### config.mk
export PLATFORM = sky130hd
export DESIGN_NAME = partoserial_sched
export DESIGN_NICKNAME = d
export VERILOG_FILES = /design/src/rtl/partoserial_sched.sv
export SDC_FILE = /design/constraint.sdc
export NUM_CORES = 1
export LEC_CHECK = 0
export ABC_AREA = 1
export BUFFER_PORTS_ARGS = -buffer_cell sky130_fd_sc_hd__buf_2
export CAP_MARGIN = 20
export CORE_ASPECT_RATIO = 1.25
export CORE_MARGIN = 2
export CORE_UTILIZATION = 40
export DETAILED_ROUTE_END_ITERATION = 10
export GPL_TIMING_DRIVEN = 0
export SYNTH_ARGS = -nofsm -noshare
export SYNTH_HDL_FRONTEND = slang
export SYNTH_SLANG_ARGS = --single-unit
export TNS_END_PERCENT = 1
### constraint.sdc
create_clock -name clk_32f -period 4.1 [get_ports clk_32f]
set_input_delay 0.205 -clock clk_32f [delete_from_list [all_inputs] [get_ports clk_32f]]
set_output_delay 0.205 -clock clk_32f [all_outputs]
set_load 0.02 [all_outputs]
### src/rtl/partoserial_sched.sv
// partoserial_sched
//   Round-robin byte scheduler sharing one partoserial converter among four
//   byte requesters on the clk_32f domain. One requester is granted per
//   8-cycle serial frame. Its byte is held on data_out/valid_out for the
//   whole frame. Idle frames carry IDLE_BYTE with valid_out low.
//
//   Build option: define PARTOSERIAL_SCHED_PRIO_EN to use strict priority,
//   where the lowest valid index wins, instead of round-robin. With this
//   option defined there is no rotating pointer.
//
// Ports
//   clk_32f     in   bit clock, the only clock in the block
//   reset       in   asynchronous active-low reset
//   req_valid   in   [NUM_REQ-1:0]   requester i offers a byte
//   req_data    in   [8*NUM_REQ-1:0] byte of requester i at [8i+7:8i]
//   req_ready   out  [NUM_REQ-1:0]   one-hot combinational grant in the grant slot
//   data_out    out  [7:0]  byte to partoserial.data_in, held for one frame
//   valid_out   out         to partoserial.valid_in
//   lane_id     out  [1:0]  requester whose byte is on data_out
//   frame_start out         high during slot 0 of each frame
module partoserial_sched #(
    parameter int unsigned NUM_REQ     = 4,
    parameter logic [7:0]  IDLE_BYTE   = 8'hBC,
    parameter int unsigned SYNC_FRAMES = 2
) (
    input  logic                 clk_32f,
    input  logic                 reset,
    input  logic [NUM_REQ-1:0]   req_valid,
    input  logic [8*NUM_REQ-1:0] req_data,
    output logic [NUM_REQ-1:0]   req_ready,
    output logic [7:0]           data_out,
    output logic                 valid_out,
    output logic [1:0]           lane_id,
    output logic                 frame_start
);

    typedef enum logic [1:0] {
        INIT,
        SYNC,
        ACTIVE
    } state_t;

    localparam logic [7:0] SYNC_LAST = 8'(SYNC_FRAMES - 1);

    state_t     state;
    state_t     state_next;
    logic [2:0] slot;
    logic [7:0] sync_cnt;
    logic       grant_slot;
    logic       found;
    logic [1:0] win;

    always_ff @(posedge clk_32f or negedge reset) begin
        if (!reset) begin
            state <= INIT;
        end else begin
            state <= state_next;
        end
    end

    // The slot-7 cycle of the final SYNC frame is already a grant cycle.
    // This makes the first byte go out in the first ACTIVE frame.
    always_comb begin
        state_next = state;
        grant_slot = 1'b0;
        req_ready  = '0;
        case (state)
            INIT: state_next = SYNC;
            SYNC: begin
                if (slot == 3'd7 && sync_cnt == SYNC_LAST) begin
                    state_next = ACTIVE;
                    grant_slot = 1'b1;
                end
            end
            ACTIVE: grant_slot = (slot == 3'd7);
            default: state_next = INIT;
        endcase
        if (grant_slot && found) begin
            req_ready[win] = 1'b1;
        end
    end

`ifdef PARTOSERIAL_SCHED_PRIO_EN
    always_comb begin
        found = 1'b0;
        win   = '0;
        for (int unsigned k = 0; k < NUM_REQ; k++) begin
            if (!found && req_valid[k]) begin
                found = 1'b1;
                win   = k[1:0];
            end
        end
    end
`else
    logic [1:0] rr_ptr;
    logic [1:0] idx;

    // The search starts at rr_ptr and wraps modulo 4 through 2-bit addition.
    always_comb begin
        found = 1'b0;
        win   = '0;
        idx   = '0;
        for (int unsigned k = 0; k < NUM_REQ; k++) begin
            idx = rr_ptr + k[1:0];
            if (!found && req_valid[idx]) begin
                found = 1'b1;
                win   = idx;
            end
        end
    end

    always_ff @(posedge clk_32f or negedge reset) begin
        if (!reset) begin
            rr_ptr <= '0;
        end else if (grant_slot && found) begin
            rr_ptr <= win + 2'd1;
        end
    end
`endif

    // slot stays at 0 in INIT, so the first SYNC cycle is slot 0.
    always_ff @(posedge clk_32f or negedge reset) begin
        if (!reset) begin
            slot        <= '0;
            sync_cnt    <= '0;
            frame_start <= 1'b0;
        end else begin
            frame_start <= (state == INIT) || (slot == 3'd7);
            if (state != INIT) begin
                slot <= slot + 3'd1;
                if (state == SYNC && slot == 3'd7) begin
                    sync_cnt <= sync_cnt + 8'd1;
                end
            end
        end
    end

    always_ff @(posedge clk_32f or negedge reset) begin
        if (!reset) begin
            data_out  <= '0;
            valid_out <= 1'b0;
            lane_id   <= '0;
        end else if (state == INIT) begin
            data_out  <= IDLE_BYTE;
            valid_out <= 1'b0;
        end else if (grant_slot) begin
            if (found) begin
                data_out  <= req_data[{win, 3'b000} +: 8];
                valid_out <= 1'b1;
                lane_id   <= win;
            end else begin
                data_out  <= IDLE_BYTE;
                valid_out <= 1'b0;
            end
        end
    end

endmodule

==> Yosys cells after proc, flatten, opt, wreduce, memory -nomap -nowiden <==
Cells that the tools add are included.
{ "word_totals": {"reg_bits": 27, "out_inout_bits": 16, "word_cells": 74} }
{ "classes": {"addsub": 6, "order_cmp": 6, "n_eq_ne": 5, "n_shift": 1, "muxes": 29, "bitwise": 2, "reduce_logical": 17} }
{ "ops": {"columns": ["cell", "n"], "rows": [
  ["$shiftx 32x6->8", 1],
  ["$mux 8", 3],
  ["$lt 2x3->1 const B", 5],
  ["$mux 1", 13],
  ["$mux 2", 5],
  ["$add 8x1->8 const B", 1],
  ["$bmux 1 s2", 4],
  ["$eq 8x1->1 const B", 1],
  ["$logic_and 1x1->1", 7],
  ["$pmux 2 s3", 1],
  ["$add 2x1->2 const B", 2],
  ["$add 2x2->2 const B", 2],
  ["$mux 4", 1],
  ["$reduce_and 2->1", 2],
  ["$reduce_bool 2->1", 2],
  ["$add 3x1->3 const B", 1],
  ["$eq 3x3->1 const B", 1],
  ["$logic_not 1->1", 3],
  ["$reduce_and 3->1", 1],
  ["$demux 1 s2", 1],
  ["$eq 2x1->1 const B", 1],
  ["$eq 2x2->1 const B", 1],
  ["$ge 2x1->1 const B", 1],
  ["$logic_not 2->1", 1],
  ["other kinds (4)", 5]
]} }

==> Depth between registers and ports, before layout <==
Gate-level depths: netlist of run 1.
{ "depth": {"ltp_word": 17, "ltp_mapped": 15, "mapped_depth_nobuf": 14} }

==> Least setup slack after synthesis of run 1 <==
Ideal clock, no wire load.
{ "synth_path": {"path_type": "reg-to-output", "start": "reg rr_ptr[0]", "end": "out req_ready[2]", "arrival_ps": 1757, "path_slack_ps": 2138, "stages_incl_launch_ff": 13, "n_path_buf": 2, "path_cell_list": "dfrtp_1 -> buf_6 -> nand2_1 -> nand2_2 -> nand2_1 -> nand2_1 -> nor2_4 -> nand3_4 -> nand3_4 -> buf_8 -> ha_1 -> inv_1 -> nor2_1"} }
{ "synth_between": {"elab_chain_len": 17} }
{ "synth_lines": {"columns": ["element", "line", "text"], "rows": [
  ["start: declaration", "95", "logic [1:0] rr_ptr;"],
  ["start signal: assignment", "116", "rr_ptr <= win + 2'd1;"],
  ["parallel branches: the longest is 16 deep, another holds $lt 2x3->1", null, null],
  ["$mux 4 *", "78", "if (grant_slot && found) begin"],
  ["end: declaration", "30", "output logic [NUM_REQ-1:0] req_ready,"]
]} }
Every way passes the cells marked *. The select of a mux whose other input is x is not followed.

==> Final worst setup path of run 1 <==
{ "layout_path": {"start": "reg rr_ptr[0]", "end": "out req_ready[3]"} }
{ "layout_between": {"elab_chain_len": 17} }
{ "layout_lines": {"columns": ["element", "line", "text"], "rows": [
  ["parallel branches: the longest is 11 deep, another holds $add 2x1->2", null, null],
  ["$mux 2 *", "105", "if (!found && req_valid[idx]) begin"],
  ["named net win[1]", "51", "logic [1:0] win;"],
  ["$lt 2x3->1 (not written as such) or $ge 2x1->1 (tied branches)", "79", "req_ready[win] = 1'b1;"],
  ["$logic_and 1x1->1 (not written as such)", "79", null],
  ["$mux 1 (not written as such)", "79", null],
  ["$demux 1 s2 *", "79", null],
  ["$mux 4 *", "78", null]
]} }
Mark *: on every way through the listed nets, which the timed path passes. The select of a mux whose other input is x is not followed.

==> results_dict.tcl, run 1 <==
set metrics [dict create \
    htree_levels 1 \
    antenna_found_initial 0 \
    status "finished clean" \
    path_common_cell "nand2_1" \
    dp.cells 389 \
    syn_area_um2 1960 \
    syn_to_final_growth_pct 20.4 \
    ant_nets 0 \
    period_share_pct 59.3 \
    fin_setup_tns_ns 0 \
    yosysTopAreaCellShare_pct 34.5 \
    min_period_ns 2.43 \
    grt_pass1_vias 1750 \
    vias_per_cell 4.58 \
    fmax_mhz 412 \
    ios 54 \
    cp-end-kind "output pin" \
    syn_nets 326 \
    clk_pin_slew_ns 0.09 \
    final_nets 385 \
    grt_usage_pct 17.8 \
    hold_class "in -> reg" \
    finalMaxSlewViolations 0 \
    ir_worst_vdd_mv 0.288 \
    gp_congestion 0.833 \
    worstPathArrival_ns 2.22 \
    ys_types 23 \
    critPathRequiredTime_ns 3.89 \
    cts_tree "yes" \
    rsz0062_at_grt "false" \
    power_density_nw_per_um2 710 \
    die_h_um 82.3 \
    cts-root-buf "clkbuf_8" \
    drive_above_1_share_pct 25.1 \
    maxCapViolCount 0 \
    core_area_um2 4730 \
    cts_resized 0 \
    yosysSeqAreaShare_pct 34.5 \
    power_mw 1.68 \
    skew_ns 0.00408 \
    crit_type "reg -> out" \
    ys_ff_latch 27 \
    grt_max_degree 28 \
    rows 28 \
    grt-ovfl-total 0 \
    final_util_pct 49.9 \
    ys_top_cells_by_area "dfrtp_1 34%, nand2_1 17%, inv_1 9.0%, ha_1 7.7%, nand3_1 7.4%" \
    clk_path_buf_depth 2 \
    tightest_slew_ns 0.641 \
    wire_per_inst_um 11.4 \
    path_cells "buf_6 > nand2_1 > nand2_1 > nand2_1 > nand2_1 > nor2_4 > nand3_1 > nand3_1 > nand2_1 > inv_2 > ha_1 > inv_1 > nor2_1 > buf_2" \
    num_vias 1806 \
    grt_pass1_wl_mm 7.60 \
    die_x_um 66.6 \
    clk_latency_ns 0.27 \
    synth_top_area_cell "dfrtp_1" \
    syn_area_per_cell_um2 7.10 \
    ys_warn_count 0 \
    cts.sinks 27 \
    worst-path-buf-inv 4 \
    drt-pass1-iter-count 4 \
    power_leakage_nw 1.38 \
    finalSetupViolCount 0 \
    stdcell_count 394 \
    cp_max_fo 10 \
    syn_inst 276 \
    initial_core_util_pct 41.4 \
    relSlewSlack_pct 56.9 \
    start_kind "register" \
    dieArea_um2 5480 \
    critPathSlowestCell "dfrtp_1" \
    drt_iter0_drc 48 \
    hpwl_mm 3.42 \
    cp_top_family "simple AND/OR/NAND/NOR gates" \
    routed_wl_mm 4.48 \
    drc 0 \
    hold_viol 0 \
    slowest_delay_ns 0.41 \
    cts_inserted_buffers 3 \
    portBuffers 53 \
    antenna_cells 0 \
]
power breakdown:
group | internal [mW] | total [mW] | switching [mW]
combinational | 0.407 | 1.15 | 0.748
clock | 0.0689 | 0.153 | 0.0837
sequential | 0.330 | 0.368 | 0.0373
total | 0.806 | 1.68 | 0.869
kinds of logic after synthesis:
group	synth area share, %
flip-flops	34.5
buffers and inverters	12.6
AO/OA/AOI/OAI	2.94
AND/OR/NAND/NOR	38.7
XOR/XNOR	3.58
adder cells (fa/ha/maj)	7.66
Yosys cell counts (all sizes together):
cell type / instances
inv: 52
nand4: 15
nand2: 93
dfrtp: 27
a21oi: 3
buf: 6
nand3: 33
a21o: 1
xor2: 5
nor3: 3
ha: 12
o21ai: 7
xnor2: 3
or2: 5
nor2: 11
per-layer routing:
layer	share of wire [%]	track usage (%)
met1	47	22.4
met2	47	31.3
met3	5.5	3.25
met4	0.80	4.49
met5	0	0
tightest hold or removal path, stage by stage:
cell     delay, ns
buf_2         0.08
nand2_1       0.04
nand3_1       0.06
nand3_1       0.06
nand2_1       0.06
placed cells by master (no fill, tap or decap):
master / synthesis / final
buf_8: 1 / 1
nand3_4: 2 / 2
nand3_1: 29 / 29
nand2_2: 5 / 5
buf_6: 2 / 2
inv_2: 5 / 5
clkinvlp_4: 0 / 1
nand4_1: 15 / 15
dfrtp_1: 27 / 27
nor2_1: 9 / 9
nor3_1: 3 / 3
a21oi_1: 3 / 3
ha_1: 12 / 12
nand3_2: 2 / 2
a21o_1: 1 / 1
xor2_1: 5 / 5
o21ai_1: 3 / 3
nand2_1: 88 / 88
clkbuf_8: 0 / 3
nor2_4: 2 / 2
xnor2_1: 3 / 3
buf_2: 3 / 56
inv_1: 47 / 47
dlygate4sd3_1: 0 / 1
or2_2: 5 / 5
o21ai_0: 4 / 4
final cells by class:
cell class	instances	area [µm²]
Buffer	6	52.6
Clock buffer	3	41.3
Clock inverter	1	7.51
Fill cell	492	2370
Inverter	52	195
Multi-Input combinational cell	191	1040
Sequential cell	27	676
Tap cell	60	75.1
Timing Repair Buffer	54	275
registers in the layout, summed over array words and instances, names as in the netlist:
| register | cells |
|---|---|
| data_out | 8 |
| frame_start | 1 |
| lane_id | 2 |
| rr_ptr | 2 |
| slot | 3 |
| state | 2 |
| sync_cnt | 8 |
| valid_out | 1 |
worst paths after layout:
kind                         startpoint      endpoint  slack [ns]  cells past startpoint
setup / recovery              rr_ptr[0]  req_ready[3]        1.67                     14
hold / removal             req_data[25]   data_out[1]        0.25                      5
setup reg to reg               state[0]   sync_cnt[7]        1.97                      7
hold reg to reg               valid_out     valid_out        0.48                      2
max in group asynchronous         reset   data_out[7]        3.24                      2
min in group asynchronous         reset   sync_cnt[6]        0.46                      2
per-stage QoR:
step	hold WS, ns	area [µm²]	setup WS [ns]
after global routing	0.282	2360	1.45
after floorplan	-0.0906	1960	2.14
after CTS	0.257	2360	1.67
final	0.254	2360	1.67
after detailed placement	0.256	2300	1.97
after global placement	0.256	2300	1.96
repair_timing:
| item | in CTS | in global routing |
|---|---|---|
| setup buffers | 0 | 0 |
| hold buffers | 1 | 0 |
| endpoints found under the hold margin | 27 | 0 |
| setup endpoints to repair | 0 | 0 |
Power figures use the tool's default switching activity.
==> inputs of run 2 (changes only) <==
--- a/config.mk
+++ b/config.mk
@@ -5,7 +5,7 @@
 export SDC_FILE = /design/constraint.sdc
 export NUM_CORES = 1
 export LEC_CHECK = 0
-export ABC_AREA = 1
+export ABC_AREA = 0
 export BUFFER_PORTS_ARGS = -buffer_cell sky130_fd_sc_hd__buf_2
 export CAP_MARGIN = 20
 export CORE_ASPECT_RATIO = 1.25
@@ -13,6 +13,7 @@
 export CORE_UTILIZATION = 40
 export DETAILED_ROUTE_END_ITERATION = 10
 export GPL_TIMING_DRIVEN = 0
+export PLACE_DENSITY = 0.68
 export SYNTH_ARGS = -nofsm -noshare
 export SYNTH_HDL_FRONTEND = slang
 export SYNTH_SLANG_ARGS = --single-unit
==> constraint.sdc (replaced) <==
create_clock -name clk_32f -period 2.2 [get_ports clk_32f]
set_input_delay 0.11 -clock clk_32f [delete_from_list [all_inputs] [get_ports clk_32f]]
set_output_delay 0.11 -clock clk_32f [all_outputs]
set_load 0.02 [all_outputs]
==> run 2 against run 1 <==
Against the previous run: count of clock-buffer cells in the layout unchanged; cell area is 7.7% lower; critical path type unchanged; clock power increased by 92%; area after synthesis decreased by 16%; highest routed layer unchanged; worst setup slack got worse by 1.6 ns.
==> results_dict.tcl, run 2 <==
set metrics [dict create \
    cts_inserted_buffers 3 \
    wire_per_inst_um 13.3 \
    drt-pass1-iter-count 4 \
    finalMaxSlewViolations 0 \
    vias_per_cell 5.08 \
    ys_types 37 \
    skew_ns 0.00421 \
    syn_inst 156 \
    clk_latency_ns 0.28 \
    syn_to_final_growth_pct 31.5 \
    relSlewSlack_pct 54.8 \
    ir_worst_vdd_mv 0.404 \
    status "finished clean" \
    critPathRequiredTime_ns 2.09 \
    grt_pass1_vias 1381 \
    rsz0062_at_grt "true" \
    initial_core_util_pct 41.0 \
    dieArea_um2 4670 \
    die_x_um 61.5 \
    die_h_um 75.9 \
    syn_nets 206 \
    yosysTopAreaCellShare_pct 40.8 \
    hpwl_mm 2.73 \
    core_area_um2 4030 \
    fillers 398 \
    tightest_slew_ns 0.670 \
    worstPathArrival_ns 2.00 \
    ant_nets 0 \
    cts.sinks 27 \
    final-seq-area_um2 677 \
    synth_top_area_cell "dfrtp_1" \
    final_nets 273 \
    synth_top_cells_by_count "27 x dfrtp_1, 20 x nand2_1, 12 x ha_1, 12 x nor2_1, 10 x and2_1" \
    pre_cts_ws_ns -0.0474 \
    layout.cells.most_common_list "52 x buf_2, 26 x dfrtp_1, 20 x nand2_1, 11 x nor2_1, 11 x ha_1" \
    min_period_ns 2.11 \
    ys.flop_type "dfrtp_1" \
    drt_iter0_drc 8 \
    grt_max_degree 28 \
    antenna_found_initial 0 \
    clk_pin_slew_ns 0.10 \
    yosysSeqAreaShare_pct 40.8 \
    multi_input_area_um2 971 \
    ys_warn_count 0 \
    syn_area_per_cell_um2 10.6 \
    synth_edf_count 0 \
    num_vias 1411 \
    rows 26 \
    htree_levels 1 \
    synth-async-reset-ratio_pct 100 \
    start_kind "register" \
    grt_pass1_wl_mm 6.12 \
    layout_setup_ws_ns 0.0864 \
    power_density_nw_per_um2 776 \
    drive_above_1_share_pct 38.3 \
    routed_wl_mm 3.70 \
    gp_congestion 0.719 \
    ys_ff_latch 27 \
    cp-end-kind "output pin" \
    top_regs "data_out: 8 flops, sync_cnt: 8 flops, slot: 3 flops" \
    cts_tree "yes" \
    drc 0 \
    portBuffers 53 \
    rrSetupSlack_ns 0.14 \
    cp_max_fo 11 \
    final_common_cell "buf_2" \
    clk_path_buf_depth 2 \
    finalSetupViolCount 0 \
    final_util_pct 53.9 \
    syn_area_um2 1650 \
    hold_viol 0 \
    cts-root-buf "clkbuf_8" \
    ys_top_cells_by_area "dfrtp_1 41%, ha_1 9.1%, nand2_1 4.5%, mux2i_1 4.2%, xnor2_1 4.2%" \
    hold_class "in -> reg" \
    grt_usage_pct 17.4 \
    fmax_mhz 473 \
    ios 54 \
    maxCapViolCount 0 \
    synth_most_common_cell "dfrtp_1" \
    period_share_pct 96.1 \
    crit_type "reg -> out" \
    grt-ovfl-total 0 \
    antenna_cells 0 \
    power_leakage_nw 1.07 \
    fin_setup_tns_ns 0 \
]
## run 2: final timing paths
check	cells past startpoint	startpoint	to
setup reg to reg	7	slot[0]	lane_id[0]
hold reg to reg	1	valid_out	valid_out
hold / removal	3	req_data[26]	data_out[2]
min in group asynchronous	2	reset	sync_cnt[7]
setup / recovery	9	rr_ptr[1]	req_ready[0]
max in group asynchronous	2	reset	rr_ptr[1]
## run 2: final cells by class
type                    count  share of cell area, %
plain buffers               3                   2.01
well taps                  56                   3.22
flip-flops and latches     27                   31.1
multi-input cells         120                   44.6
repair buffers             62                   15.5
inverters                   6                   1.38
clock buffers               3                   1.90
clock inverters             1                  0.230
## run 2: timing repair
item,in CTS,in global routing
pin swaps,3,5
endpoints found under the setup margin,7,12
hold buffers,1,0
resized for setup,4,9
endpoints found under the hold margin,27,0
buffers inserted,2,6
## run 2: worst max-delay path, cell delays in order, from the launching register on
cell and delay [ns]:
dfrtp_2 0.43, mux2i_1 0.30, a2bb2oi_4 0.09, and2_4 0.15, buf_12 0.14, inv_8 0.08, buf_12 0.13, ha_1 0.13
and2_1 0.11, buf_2 0.16
## run 2: logic make-up (layout without fill, tap and decap cells)
group                      after synthesis  in the layout  share of synthesized area, %
DFF                                     27             27                          40.8
xor gates and xnor gates                 8              8                          4.24
adders and majority gates               12             12                          9.08
buffers and inverters                    9             75                          4.46
and+or+nand+nor                         59             59                          18.9
AOI/OAI and AO/OA                       30             30                          15.5
muxes                                   11             11                          6.96
## run 2: power by group
part	switching, mW	internal [mW]	leakage (nW)	total (mW)
logic	0.385	0.340	0.713	0.726
registers	0.0714	0.599	0.330	0.670
clock network	0.165	0.127	0.0255	0.293
total	0.622	1.07	1.07	1.69
## run 2: metrics by stage
step	power, mW	cell area (µm²)	cells	hold slack (ns)
floorplan	1.16	1650	156	-0.186
global placement	1.36	1990	265	0.168
detailed placement	1.37	1990	265	0.175
CTS	1.68	2080	272	0.0754
global route	1.81	2180	278	0.0898
finish	1.69	2180	278	0.0779
## run 2: metal layers
metal / vias to the layer above / GRT usage [%] / wire (µm)
li1: 696 / - / -
met4: 0 / 5.67 / 30
met5: - / 0 / 0
met1: 673 / 22.0 / 1540
met2: 40 / 29.6 / 1950
met3: 2 / 3.06 / 172
